`config.mk`:
```
export PLATFORM = sky130hd
export DESIGN_NAME = apb_protocol_monitor
export DESIGN_NICKNAME = d
export VERILOG_FILES = /design/src/rtl/apb_mon_pkg.sv /design/src/rtl/apb_mon_sat_cnt.sv /design/src/rtl/apb_protocol_monitor.sv
export SDC_FILE = /design/constraint.sdc
export NUM_CORES = 1
export LEC_CHECK = 0
export CAP_MARGIN = 20
export CORE_ASPECT_RATIO = 1.1
export CORE_MARGIN = 3
export CORE_UTILIZATION = 47
export CTS_BUF_LIST = sky130_fd_sc_hd__clkbuf_8 sky130_fd_sc_hd__clkbuf_16
export DETAILED_ROUTE_END_ITERATION = 10
export GPL_TIMING_DRIVEN = 0
export PLACE_DENSITY = 0.74
export SYNTH_ARGS = -nofsm -noshare
export SYNTH_HDL_FRONTEND = slang
export SYNTH_HIERARCHICAL = 1
export SYNTH_SLANG_ARGS = --single-unit
export TNS_END_PERCENT = 30
```
`constraint.sdc`:
```
create_clock -name pclk -period 2.75 [get_ports pclk]
set_input_delay 0.825 -clock pclk [delete_from_list [all_inputs] [get_ports pclk]]
set_output_delay 0.825 -clock pclk [all_outputs]
set_load 0.03 [all_outputs]
```
`src/rtl/apb_mon_pkg.sv`:
```
// Shared types for the APB protocol monitor: bus phase, error codes and the
// priority resolver used when several violations land in the same cycle.
package apb_mon_pkg;

  typedef enum logic [1:0] {
    IDLE   = 2'd0,
    SETUP  = 2'd1,
    ACCESS = 2'd2
  } apb_state_t;

  localparam int ERR_W   = 3;
  localparam int NUM_ERR = 6;

  typedef enum logic [ERR_W-1:0] {
    ERR_NONE            = 3'd0,
    ERR_ENABLE_NO_SETUP = 3'd1,
    ERR_SETUP_NO_ACCESS = 3'd2,
    ERR_CTRL_CHANGE     = 3'd3,
    ERR_TIMEOUT         = 3'd4,
    ERR_ILLEGAL_DIR     = 3'd5,
    ERR_OOR             = 3'd6
  } err_code_t;

  // hits[i] set means code i+1 fired; the lowest code wins.
  function automatic err_code_t first_err(input logic [NUM_ERR-1:0] hits);
    first_err = ERR_NONE;
    for (int i = NUM_ERR - 1; i >= 0; i--) begin
      if (hits[i]) first_err = err_code_t'(ERR_W'(i + 1));
    end
  endfunction

endpackage

```
`src/rtl/apb_mon_sat_cnt.sv`:
```
// Saturating event counter: holds at all-ones, clr beats inc in the same cycle.
module apb_mon_sat_cnt #(
  parameter int W = 16
) (
  input  logic         clk,
  input  logic         rst,
  input  logic         inc,
  input  logic         clr,
  output logic [W-1:0] cnt
);

  always_ff @(posedge clk or posedge rst) begin
    if (rst) begin
      cnt <= '0;
    end else if (clr) begin
      cnt <= '0;
    end else if (inc && (cnt != {W{1'b1}})) begin
      cnt <= cnt + W'(1);
    end
  end

endmodule

```
`src/rtl/apb_protocol_monitor.sv`:
```
// Passive APB slave-side protocol monitor: tracks transfer phases, reports
// protocol/direction/range violations and wait-state timeouts, counts events.
module apb_protocol_monitor
  import apb_mon_pkg::*;
#(
  parameter int                  ADDR_WIDTH = 8,
  parameter int                  NUM_REGS   = 8,
  parameter logic [NUM_REGS-1:0] WR_MASK    = 8'b0101_0110,
  parameter logic [NUM_REGS-1:0] RD_MASK    = 8'b0010_1000,
  parameter int                  MAX_WAIT   = 16,
  parameter int                  CNT_WIDTH  = 16
) (
  input  logic                  pclk,
  input  logic                  preset,
  input  logic                  pselx,
  input  logic                  penable,
  input  logic                  pwrite,
  input  logic [ADDR_WIDTH-1:0] paddr,
  input  logic                  pready,
  input  logic                  clr,
  output logic                  err_valid,
  output logic [2:0]            err_code,
  output logic [ADDR_WIDTH-1:0] err_addr,
  output logic [5:0]            err_sticky,
  output logic [CNT_WIDTH-1:0]  xfer_cnt,
  output logic [CNT_WIDTH-1:0]  err_cnt,
  output logic [1:0]            state_dbg
);

  localparam int                  WAIT_W     = $clog2(MAX_WAIT + 1);
  localparam logic [WAIT_W-1:0]   WAIT_LAST  = WAIT_W'(MAX_WAIT - 1);
  localparam logic [WAIT_W-1:0]   WAIT_FULL  = WAIT_W'(MAX_WAIT);
  localparam logic [ADDR_WIDTH:0] NUM_REGS_X = (ADDR_WIDTH + 1)'(NUM_REGS);

  apb_state_t             state, state_nxt;
  logic [ADDR_WIDTH-1:0]  lat_addr;
  logic                   lat_write;
  logic [WAIT_W-1:0]      wait_cnt;
  logic [NUM_ERR-1:0]     hits;
  logic                   latch_en, wait_inc, xfer_done, in_access;
  logic                   oor, dir_ok;
  logic [NUM_REGS-1:0]    wr_bits, rd_bits;

  assign oor       = {1'b0, paddr} >= NUM_REGS_X;
  assign wr_bits   = WR_MASK >> paddr;
  assign rd_bits   = RD_MASK >> paddr;
  assign dir_ok    = pwrite ? wr_bits[0] : rd_bits[0];
  assign state_dbg = state;

  // SETUP means the previous cycle was the setup phase, so the current cycle
  // must be the first access cycle; ACCESS means we are in wait states.
  always_comb begin
    state_nxt = state;
    hits      = '0;
    latch_en  = 1'b0;
    wait_inc  = 1'b0;
    xfer_done = 1'b0;
    in_access = 1'b0;
    case (state)
      IDLE: begin
        if (penable) begin
          hits[0] = 1'b1;
        end else if (pselx) begin
          state_nxt = SETUP;
          latch_en  = 1'b1;
          if (oor)          hits[5] = 1'b1;
          else if (!dir_ok) hits[4] = 1'b1;
        end
      end
      SETUP: begin
        if (pselx && penable) begin
          in_access = 1'b1;
        end else begin
          hits[1]   = 1'b1;
          state_nxt = IDLE;
        end
      end
      ACCESS: begin
        if (pselx) begin
          in_access = 1'b1;
        end else begin
          hits[2]   = 1'b1;
          state_nxt = IDLE;
        end
      end
      default: state_nxt = IDLE;
    endcase

    if (in_access) begin
      if ((paddr != lat_addr) || (pwrite != lat_write)) hits[2] = 1'b1;
      if (pready) begin
        xfer_done = 1'b1;
        state_nxt = IDLE;
      end else begin
        state_nxt = ACCESS;
        wait_inc  = 1'b1;
        // Fires only on the step into saturation, hence once per transfer.
        if (wait_cnt == WAIT_LAST) hits[3] = 1'b1;
      end
    end
  end

  always_ff @(posedge pclk or posedge preset) begin
    if (preset) begin
      state     <= IDLE;
      lat_addr  <= '0;
      lat_write <= 1'b0;
      wait_cnt  <= '0;
    end else begin
      state <= state_nxt;
      if (latch_en) begin
        lat_addr  <= paddr;
        lat_write <= pwrite;
        wait_cnt  <= '0;
      end else if (wait_inc && (wait_cnt != WAIT_FULL)) begin
        wait_cnt <= wait_cnt + WAIT_W'(1);
      end
    end
  end

  // err_valid is a one-cycle pulse with no ready/backpressure; err_code and
  // err_addr stay valid from that pulse until the next one.
  always_ff @(posedge pclk or posedge preset) begin
    if (preset) begin
      err_valid  <= 1'b0;
      err_code   <= ERR_NONE;
      err_addr   <= '0;
      err_sticky <= '0;
    end else begin
      err_valid <= |hits;
      if (|hits) begin
        err_code <= first_err(hits);
        err_addr <= paddr;
      end
      err_sticky <= clr ? '0 : (err_sticky | hits);
    end
  end

  apb_mon_sat_cnt #(.W(CNT_WIDTH)) u_xfer_cnt (
    .clk (pclk),
    .rst (preset),
    .inc (xfer_done),
    .clr (clr),
    .cnt (xfer_cnt)
  );

  apb_mon_sat_cnt #(.W(CNT_WIDTH)) u_err_cnt (
    .clk (pclk),
    .rst (preset),
    .inc (|hits),
    .clr (clr),
    .cnt (err_cnt)
  );

endmodule

```
==> flow_summary.toml <==
[status]
outcome = "finished with violations"
violations = "negative setup slack"

[pwr]
seqPwrFrac_pct = 37.5
power.leakage_nw = 1.934
power_density_nw_per_um2 = 741.7
ir_worst_vdd_uv = 478.1
swShare_pct = 35.96
intPower_mw = 2.251
clkPwrFrac_pct = 23.9
combPwrFrac_pct = 38.6
p_sw_mw = 1.264
power_mw = 3.516

[placed_design]
dp_slack_ns = -1.148
place_area_um2 = 4359
globalplace.congestion = 0.8091
hpwl_um = 6004
dpl.cell_count = 518
io_buffers = 66

[clock_tree]
clkLatencyLatePin_ns = 0.33
clock-root-buffer = "clkbuf_8"
cts.sinks = 66
cts_buffers = 9
cts_tree = "done"
ctsHoldBuffers = 0
ctsHtreeMaxLevel = 3
path_clk_slew_ns = 0.07
clock_path_buffers = 2

[synth]
synth_top_area_share_pct = 46.89
postSynthAreaPerCell_um2 = 9.623
syn_inst = 366
ys_seq_elements = 66
synth_largest_area_cell = "dfrtp_1"
synth_nets = 389
netlist_top_cells_area = "dfrtp_1 (47%), nand2_1 (4.9%), mux2_2 (4.5%), a21oi_1 (4.3%), ha_1 (2.8%)"
syn_area_um2 = 3522
yosysSeqAreaShare_pct = 46.89
synth_top_flop_cell = "dfrtp_1"
synth-edff-count = 0
yosysUniqueCellTypes = 45
yosys_warnings = 6
async_flop_share_pct = 100.0

[hold_path]
min_to = "lat_addr[2]"
hold_path.class = "flop to flop"
holdPathStages = 2
min_from = "lat_addr[2]"

[sta]
fin_setup_tns_ns = -0.1324
fin_crit_ns = 2.828
timing.final.crit_share_pct = 102.8
hold_viol = 0
whs_ns = 0.4960
fin_worst_skew_ns = 0.009734
setup_viol = 2
tightest_slew_ns = 0.9145
rsz0062_at_grt = "true"
drv_slew = 0
worst_slack_ns = -0.07773
slew-limit-headroom_pct = 38.90
fmax_mhz = 353.6

[setup_path]
timing.rr.start = "wait_cnt[1]"
path_common_cell = "or4_4"
crit_fanout = 5
ff2ff_path_depth = 12
r2r-end = "u_err_cnt/cnt[13]"
criticalPathCategory = "flop to flop"
cpPeakStageDelay_ns = 0.46
slowest_stage = "or4_4"
startpoint_type = "flop"
ff2ff_setup_slack_ns = -0.08
cp-startpoint = "wait_cnt[1]"
end_kind = "flop"
crit_chain = "ha_2 > and3_4 > ha_4 > nor2b_4 > nand4_1 > nand2_1 > a2bb2oi_2 > nand4b_4 > nand3_4 > or4_4 > or4_4 > a21oi_2"
worstPathArrival_ns = 3.08
required_ns = 3.00

[layout]
n_antenna_cell = 0
nets = 479
finalInstanceArea_um2 = 4740
drive_gt1_share_pct = 17.79
syn_to_final_growth_pct = 34.56
final_common_cell = "dfrtp_1"
final_cell_mix = "dfrtp_1 (66), clkdlybuf4s50_1 (54), nand2_1 (45)"
regArea_um2 = 1652
final_cells = 546
num-fill-cells = 572
multi_input_area_um2 = 1891
postLayoutCoreUtil_pct = 66.50

[detailed_routing]
post_drt_wl_per_cell_um = 16.28
wl_met2_um = 4622
dr.pass1.iters = 4
via_per_inst = 5.883
ant_nets = 0
initialDrtViolationCount = 166
met3_wirelength_um = 370
vias = 3212
highest_layer = "met4"
routed_wl_um = 8890
drc_errors = 0
met1_length_um = 3824

[global_routing]
grt_pass1_wl_um = 14840
grt_usage_pct = 21.34
globalRoute.totalOverflow = 0
grt_max_degree = 24
grt_pass1_vias = 3108
antenna_found_initial = 0

[floorplan]
coreArea_um2 = 7127
rows = 32
start_util_pct = 49.42
io_pins = 67
die_y_um = 96.79
die_width_um = 88.54
die-area_um2 = 8570

[job]
drv_cap = 0
-- area by class of cell --
class,count,area share [%]
multi-input cells,272,39.89
flip-flops and latches,66,34.85
repair buffers,80,16.13
clock buffers,11,3.194
well taps,85,2.244
inverters,18,1.426
plain buffers,9,1.162
clock inverters,5,1.109
-- worst max path at each step --
stage                              endpoint  slack, ns  cells past startpoint
after global routing      u_err_cnt/cnt[13]      -0.17                     12
after floorplan           u_err_cnt/cnt[13]      -0.33                     10
final                     u_err_cnt/cnt[13]      -0.08                     12
after CTS                 u_err_cnt/cnt[13]      -0.15                     12
after detailed placement  u_err_cnt/cnt[13]      -1.15                     11
after global placement    u_err_cnt/cnt[13]      -1.11                     11
-- logic make-up (layout without fill, tap and decap cells) --
group,count (synthesis),after routing,synth area share [%]
and+or+nand+nor,164,164,26.00
AOI/OAI and AO/OA,70,70,12.15
DFF,66,66,46.89
buffers and inverters,28,123,3.552
muxes,17,17,5.329
xor gates and xnor gates,13,13,3.233
adders and majority gates,8,8,2.842
-- state kept, by name, summed over array words and instances, names as in the netlist --
name	count
err_code	3
wait_cnt	5
u_xfer_cnt/cnt	16
err_valid	1
u_err_cnt/cnt	16
state_dbg	2
err_addr	8
lat_addr	8
lat_write	1
err_sticky	6
-- Yosys cell counts (12+ instances only) --
| cell type | number |
|---|---|
| nand3_1 | 16 |
| or4_1 | 13 |
| mux2_2 | 14 |
| o21ai_0 | 13 |
| a21oi_1 | 30 |
| nor2_1 | 22 |
| or3_1 | 12 |
| nand2_1 | 46 |
| dfrtp_1 | 66 |
| inv_1 | 18 |
-- what timing repair did --
item                                    in CTS  in global routing
endpoints found under the setup margin      31                 23
buffers inserted                             9                  4
gates resized for setup                     30                 17
pin swaps                                   11                  6
-- critical path, delay by kind of cell, from the launching register on --
family / cells / cell delay (ns)
DFF: 1 / 0.36
and+or+nand+nor: 8 / 1.79
AOI/OAI and AO/OA: 2 / 0.29
adders and majority gates: 2 / 0.31
-- metal layers --
metal  GRT usage [%]  up-vias
met2           34.89       92
met3           3.492        7
met5               0        -
met1           28.60     1593
met4           6.860        0
li1                -     1520
-- power by group through the flow --
stage / clock network, mW / logic [mW] / registers [mW]
floorplan: 0 / 0.576 / 1.57
global placement: 0 / 1.21 / 1.33
detailed placement: 0 / 1.24 / 1.34
CTS: 0.853 / 1.30 / 1.32
global route: 0.899 / 1.46 / 1.35
finish: 0.839 / 1.36 / 1.32
Power figures use the tool's default switching activity.
